===== src/rtl/echo_repeat_fifo.sv =====
// DEPTH-entry FIFO of 'say' requests; each head word is replayed through ind_heard
// a per-entry number of times (0 treated as 1), tagged with its 0-based repeat index.
module echo_repeat_fifo #(
  parameter int unsigned WIDTH = 32,
  parameter int unsigned DEPTH = 4,
  parameter int unsigned REPW  = 4,
  localparam int unsigned AW   = $clog2(DEPTH)
) (
  input  logic             CLK,
  input  logic             RST,
  input  logic             say__ENA,
  input  logic [WIDTH-1:0] say_v,
  input  logic [REPW-1:0]  say_rep,
  output logic             say__RDY,
  input  logic             respond_rule__ENA,
  output logic             respond_rule__RDY,
  output logic             ind_heard__ENA,
  output logic [WIDTH-1:0] ind_heard_v,
  output logic [REPW-1:0]  ind_heard_idx,
  input  logic             ind_heard__RDY,
  output logic [AW:0]      occupancy,
  output logic [31:0]      heard_count
);

  localparam logic [AW:0]     FullCnt = DEPTH[AW:0];
  localparam logic [AW:0]     OccOne  = 1;
  localparam logic [AW-1:0]   PtrOne  = 1;
  localparam logic [REPW-1:0] RepOne  = 1;

  logic [WIDTH-1:0] mem_v_q   [DEPTH];
  logic [REPW-1:0]  mem_rep_q [DEPTH];

  logic [AW-1:0]   wr_ptr_q, rd_ptr_q;
  logic [AW:0]     occ_q;
  logic [REPW-1:0] idx_q;
  logic [31:0]     heard_cnt_q;

  logic            enq, fire, pop;
  logic [REPW-1:0] rep_eff, head_rep;

  always_comb begin
    say__RDY          = !RST && (occ_q != FullCnt);
    respond_rule__RDY = !RST && (occ_q != '0) && ind_heard__RDY;
    enq               = say__ENA && say__RDY;
    fire              = respond_rule__ENA && respond_rule__RDY;
    head_rep          = mem_rep_q[rd_ptr_q];
    pop               = fire && (idx_q == head_rep - RepOne);
    rep_eff           = (say_rep == '0) ? RepOne : say_rep;
    ind_heard__ENA    = fire;
    ind_heard_v       = mem_v_q[rd_ptr_q];
    ind_heard_idx     = idx_q;
    occupancy         = occ_q;
    heard_count       = heard_cnt_q;
  end

  // Storage has no reset: entries are only observable once occupancy covers them.
  always_ff @(posedge CLK) begin
    if (enq) begin
      mem_v_q[wr_ptr_q]   <= say_v;
      mem_rep_q[wr_ptr_q] <= rep_eff;
    end
  end

  always_ff @(posedge CLK) begin
    if (RST) begin
      wr_ptr_q    <= '0;
      rd_ptr_q    <= '0;
      occ_q       <= '0;
      idx_q       <= '0;
      heard_cnt_q <= '0;
    end else begin
      if (enq) wr_ptr_q <= wr_ptr_q + PtrOne;
      if (fire) begin
        heard_cnt_q <= heard_cnt_q + 32'd1;
        if (pop) begin
          rd_ptr_q <= rd_ptr_q + PtrOne;
          idx_q    <= '0;
        end else begin
          idx_q <= idx_q + RepOne;
        end
      end
      if (enq && !pop)      occ_q <= occ_q + OccOne;
      else if (pop && !enq) occ_q <= occ_q - OccOne;
    end
  end

endmodule

===== config.mk =====
export PLATFORM = sky130hd
export DESIGN_NAME = echo_repeat_fifo
export DESIGN_NICKNAME = d
export VERILOG_FILES = /design/src/rtl/echo_repeat_fifo.sv
export SDC_FILE = /design/constraint.sdc
export NUM_CORES = 1
export LEC_CHECK = 0
export ABC_AREA = 1
export CORE_MARGIN = 5
export CORE_UTILIZATION = 59
export DETAILED_ROUTE_END_ITERATION = 10
export PLACE_DENSITY = 0.89
export SYNTH_ARGS = -nofsm -noshare
export SYNTH_HDL_FRONTEND = slang
export SYNTH_SLANG_ARGS = --single-unit
export TNS_END_PERCENT = 20

===== constraint.sdc =====
create_clock -name CLK -period 4.63 [get_ports CLK]
set_input_delay 0.926 -clock CLK [delete_from_list [all_inputs] [get_ports CLK]]
set_output_delay 0.926 -clock CLK [all_outputs]
set_load 0.1 [all_outputs]

* Word level (Yosys, flattened, before mapping)
Memory sizes are Yosys's and may differ from the RTL's. A register that Yosys moved wholly into a read port is not among the register bits.
Index checks and enable logic that the tools add are counted.
** Operators by class
- $add $sub $neg :: 7
- Reduce and logical (&&, ||, !) cells :: 15
- Multiplexer cells :: 10
- Equal/unequal tests :: 2
** Operators with widths (count)
- 32-bit by 1-bit adder with 32-bit output, second input constant :: 1
- 1-bit logical AND :: 8
- 2-bit 2-to-1 mux :: 4
- 4-bit 2-to-1 mux :: 2
- 3-bit 2-to-1 mux :: 2
- 2-bit by 1-bit adder with 2-bit output, second input constant :: 2
- 4-bit by 1-bit adder with 4-bit output, second input constant :: 1
- 4-bit == test :: 1
- 4-bit logical NOT :: 1
- 4-bit by 1-bit subtractor with 4-bit output, second input constant :: 1
- 3-bit by 1-bit adder with 3-bit output, second input constant :: 1
- 1-bit logical NOT :: 3
- 3-bit != test, second input constant :: 1
- 3-bit nonzero test :: 1
- 3-bit by 1-bit subtractor with 3-bit output, second input constant :: 1
- 1-bit 2-to-1 mux :: 2
- 2-bit AND reduction :: 1
- 2-bit nonzero test :: 1
** Word-level totals
- Output and inout bits :: 74
- Memories :: 2
- Bits of input ports :: 41
- Logic and storage cells :: 41
- Memory bits (writable) :: 144
- Register bits after elaboration :: 43
** Memory list
- mem_v_q :: depth 4, width 32, rd ports 1, clocked after memory_dff 1, write ports 1, RTL line 30 : logic [WIDTH-1:0] mem_v_q [DEPTH];
- mem_rep_q :: depth 4, width 4, rd ports 1, clocked after memory_dff 1, write ports 1, RTL line 31 : logic [REPW-1:0] mem_rep_q [DEPTH];

* Depth between registers and ports, before layout
- Depth after elaboration :: 8
- Gate-level depth with buffers :: 18
- Gate-level depth less buffers :: 17

* Least setup slack after synthesis
Ideal clock, no wire load.
- Path kind :: register to register
- Start :: register occ_q[1] (netlist: occupancy[1])
- End :: memory mem_rep_q[0][0], enable pin
- Clock period less this slack :: 5.512 ns
- Setup time :: 0.429 ns
- Setup slack :: -0.882 ns
- Buffers on the path :: 0
- Cell stages (with the launch flop) :: 5
- Required time :: 4.201 ns
- Data arrival time :: 5.083 ns
- Path through :: dfxtp_1 inv_1 a31oi_1 nand2_1 nor2_1
** On the way
- Word-level cells in the longest chain between the ends :: 5
** RTL lines
- from (decl) :: RTL line 34 : logic [AW:0] occ_q;
- from (signal assigned) :: RTL line 82 : if (enq && !pop) occ_q <= occ_q + OccOne;
- from (signal assigned) :: RTL line 83 : else if (pop && !enq) occ_q <= occ_q - OccOne;
- 3-bit != test :: RTL line 42 : say__RDY = !RST && (occ_q != FullCnt);
- 1-bit logical AND :: RTL line 42
- named net say__RDY :: RTL line 14 : output logic say__RDY,
- 1-bit logical AND :: RTL line 44 : enq = say__ENA && say__RDY;
- 1-bit 2-to-1 mux :: RTL line 58 : if (enq) begin
- 1-bit 2-to-1 mux (not written as such) :: RTL line 60 : mem_rep_q[wr_ptr_q] <= rep_eff;
- to (decl) :: RTL line 31
The timed path passes the listed nets, and every way through them passes these cells.

==> flow_metrics.py <==
metrics = {
    "worst_setup_path": {
        "required_ps": 4950,
        "ff2ff_path_depth": 17,
        "regToRegSetupSlack_ps": 960,
        "critical_path_class": "flip-flop to flip-flop",
        "start_kind": "flip-flop",
        "worstSetupEndpointType": "flip-flop",
        "crit_path_max_fanout": 72,
        "r2r_end": "occupancy[2]$_SDFFE_PP0P_",
        "worstPathArrival_ps": 3980,
    },
    "min_path": {
        "min_to": "heard_count[29]$_SDFFE_PP0P_",
        "hold_class": "flip-flop to flip-flop",
        "worstHoldStart": "heard_count[29]$_SDFFE_PP0P_",
        "hold_depth": 2,
    },
    "cts": {
        "clkLatencyLatePin_ps": 430,
        "numCtsBuffers": 17,
        "ctsResizeCount": 0,
        "cts.sinks": 189,
        "cts_max_path_buffers": 2,
        "clockRootBuffer": "clkbuf_16",
        "post_cts_buffers": 0,
        "hold_buffers": 0,
        "clk_pin_slew_ps": 70,
        "h-tree-depth": 4,
        "cts_tree": "yes",
    },
    "placement": {
        "portBuffers": 114,
        "place_congestion": 0.925,
        "dp_hpwl_mm": 11.0,
    },
    "global_routing": {
        "grt_pass1_vias": 5660,
        "grt_usage": 0.222,
        "grt_pass1_wl_mm": 27.9,
        "antenna_found_initial": 0,
        "grt_max_degree": 73,
        "grt-ovfl-total": 0,
    },
    "synthesis": {
        "syn_inst": 764,
        "yosys_register_bits": 189,
        "avgSynthCellArea_sq_um": 10.5,
        "yosys.cell_types.count": 38,
        "synth-edff-count": 144,
        "synth_top_cell_by_area": "edfxtp_1",
        "synthFlopType": "edfxtp_1",
        "synthesis.area_sq_mm": 0.00798,
        "synth_top_area_share": 0.542,
        "synth-async-reset-ratio": 0,
        "yosysSeqAreaShare": 0.654,
        "synth_nets": 814,
        "yosysWarnings": 0,
        "synth_area_leaders": "edfxtp_1, dfxtp_1, nand2_1",
    },
    "timing": {
        "fin_setup_tns_ps": 0,
        "rsz0062_at_grt": "no",
        "setup_viol": 0,
        "finClkSkew_ps": 7.30,
        "worst_pin_slew_ps": 1010,
        "maxSlewHeadroom": 0.326,
        "clock.fmax_ghz": 0.273,
        "finalCritPeriodShare": 0.792,
        "slew_violations": 0,
        "min_period_ps": 3670,
        "hold_viol": 0,
    },
    "run": {
        "cap_violations": 0,
    },
    "die": {
        "core_area_sq_mm": 0.0132,
        "fp.dieW_microns": 126,
        "ioPinCount": 115,
        "rows": 42,
        "initial_utilization": 0.603,
        "die_h_microns": 126,
        "die-area_sq_mm": 0.0160,
    },
    "drt": {
        "drtIter0Drc": 692,
        "vias": 6006,
        "ant_nets": 0,
        "drt_pre_antenna_iters": 5,
        "wirelength_mm": 18.0,
        "drc": 0,
        "vias_per_cell": 5.67,
        "wl_per_cell_microns": 17.0,
    },
    "cells_and_area": {
        "drive_gt1_frac": 0.115,
        "syn_to_final_growth_pct": 22.7,
        "num_antenna_cells": 0,
        "num-nets-final": 921,
        "final_core_util": 0.740,
    },
    "power_and_ir_drop": {
        "p_leak_nw": 3.44,
        "powerDensity_mw_per_mm2": 371,
        "peakVddDrop_mv": 0.236,
    },
    "run_status": {
        "outcome": "finished clean",
    },
}
[layout by cell type, fill, tap and decap left out, types with 4 or more instances in the layout]
| cell | Yosys | routed |
|---|---|---|
| edfxtp_1 | 144 | 144 |
| clkdlybuf4s50_1 | 0 | 79 |
| clkbuf_16 | 0 | 17 |
| o21ai_0 | 78 | 78 |
| buf_4 | 1 | 41 |
| inv_1 | 54 | 54 |
| nor2_4 | 3 | 7 |
| a21oi_1 | 31 | 31 |
| nand3b_1 | 4 | 4 |
| xor2_1 | 10 | 10 |
| o22ai_1 | 32 | 32 |
| dfxtp_1 | 45 | 44 |
| nor2_1 | 112 | 108 |
| nand3_1 | 29 | 29 |
| nand2_2 | 4 | 4 |
| nand4_1 | 8 | 8 |
| nand2_1 | 124 | 124 |
| nor2_2 | 6 | 6 |
| ha_1 | 8 | 8 |
| nor3_1 | 14 | 14 |
[Yosys cell counts (all sizes together) (8+ instances only)]
library cell / count
clkbuf: 25
nand3: 31
buf: 8
inv: 59
nor2: 121
edfxtp: 144
nor3: 15
nand4: 8
o22ai: 32
dfxtp: 45
o21ai: 78
ha: 8
a21oi: 31
xor2: 10
nand2: 128
[per-layer routing]
layer | up-vias | track usage | part of all wire
met5 | - | 0 | 0
li1 | 2849 | - | -
met4 | 0 | 0.0789 | 0.016
met2 | 295 | 0.371 | 0.50
met1 | 2839 | 0.285 | 0.40
met3 | 23 | 0.0559 | 0.090
[logic make-up after synthesis]
group,count (synthesis),share of synthesized area
adders and majority gates,9,0.0150
buffers and inverters,93,0.0484
AOI/OAI and AO/OA,151,0.103
and+or+nand+nor,311,0.167
DFF,189,0.654
xor gates and xnor gates,11,0.0121
[where the power goes]
group / switching (mW) / internal, mW
Clock: 0.627 / 0.808
Sequential: 0.0129 / 1.86
Combinational: 0.241 / 0.0825
Total: 0.881 / 2.75
[stage by stage]
step	setup WS (ps)	std cells	hold WS, ps	power (mW)	area (sq um)
after global placement	1090	1028	475	2.23	9210
after detailed placement	1020	1028	476	2.23	9210
final	963	1060	488	3.63	9790
after global routing	682	1060	525	3.74	9790
after CTS	997	1060	491	3.64	9790
after floorplan	450	764	467	2.13	8000
[registers in the layout (all words and copies together) (netlist names), named ones only]
| name | flops |
|---|---|
| heard_count | 32 |
| ind_heard_idx | 4 |
| mem_rep_q | 16 |
| mem_v_q | 128 |
| occupancy | 3 |
| rd_ptr_q | 2 |
| wr_ptr_q | 2 |
[area by class of cell]
type	instances	area [sq um]
fillers	843	3450
clock inverters	13	155
inverters	60	231
clock buffers	19	433
multi-input cells	482	2410
well taps	176	220
repair buffers	121	1120
flip-flops and latches	189	5230
[worst max-delay path by stage]
stage | to | cells after the start | start
global route | occupancy[2]$_SDFFE_PP0P_ | 17 | flip-flop
floorplan | mem_rep_q[0][0]$_DFFE_PP_ | 4 | occupancy[1]$_SDFFE_PP0P_
finish | occupancy[2]$_SDFFE_PP0P_ | 17 | flip-flop
CTS | occupancy[2]$_SDFFE_PP0P_ | 17 | flip-flop
detailed placement | occupancy[2]$_SDFFE_PP0P_ | 17 | flip-flop
global placement | ind_heard__ENA | 6 | ind_heard__RDY
[worst max-delay path, cell delays in order, from the launching register on]
cell	delay, ps
dfxtp_2	770
inv_4	440
nand2_1	140
nand3_1	120
nand2_2	140
ha_1	250
xnor2_1	230
nor2_4	60
nand3_2	80
nor2_2	50
nand2_2	140
ha_1	170
inv_1	70
fa_1	380
a21oi_1	140
o21ai_0	120
o21ai_0	170
a21oi_1	70
(Power assumes the default switching activity.)
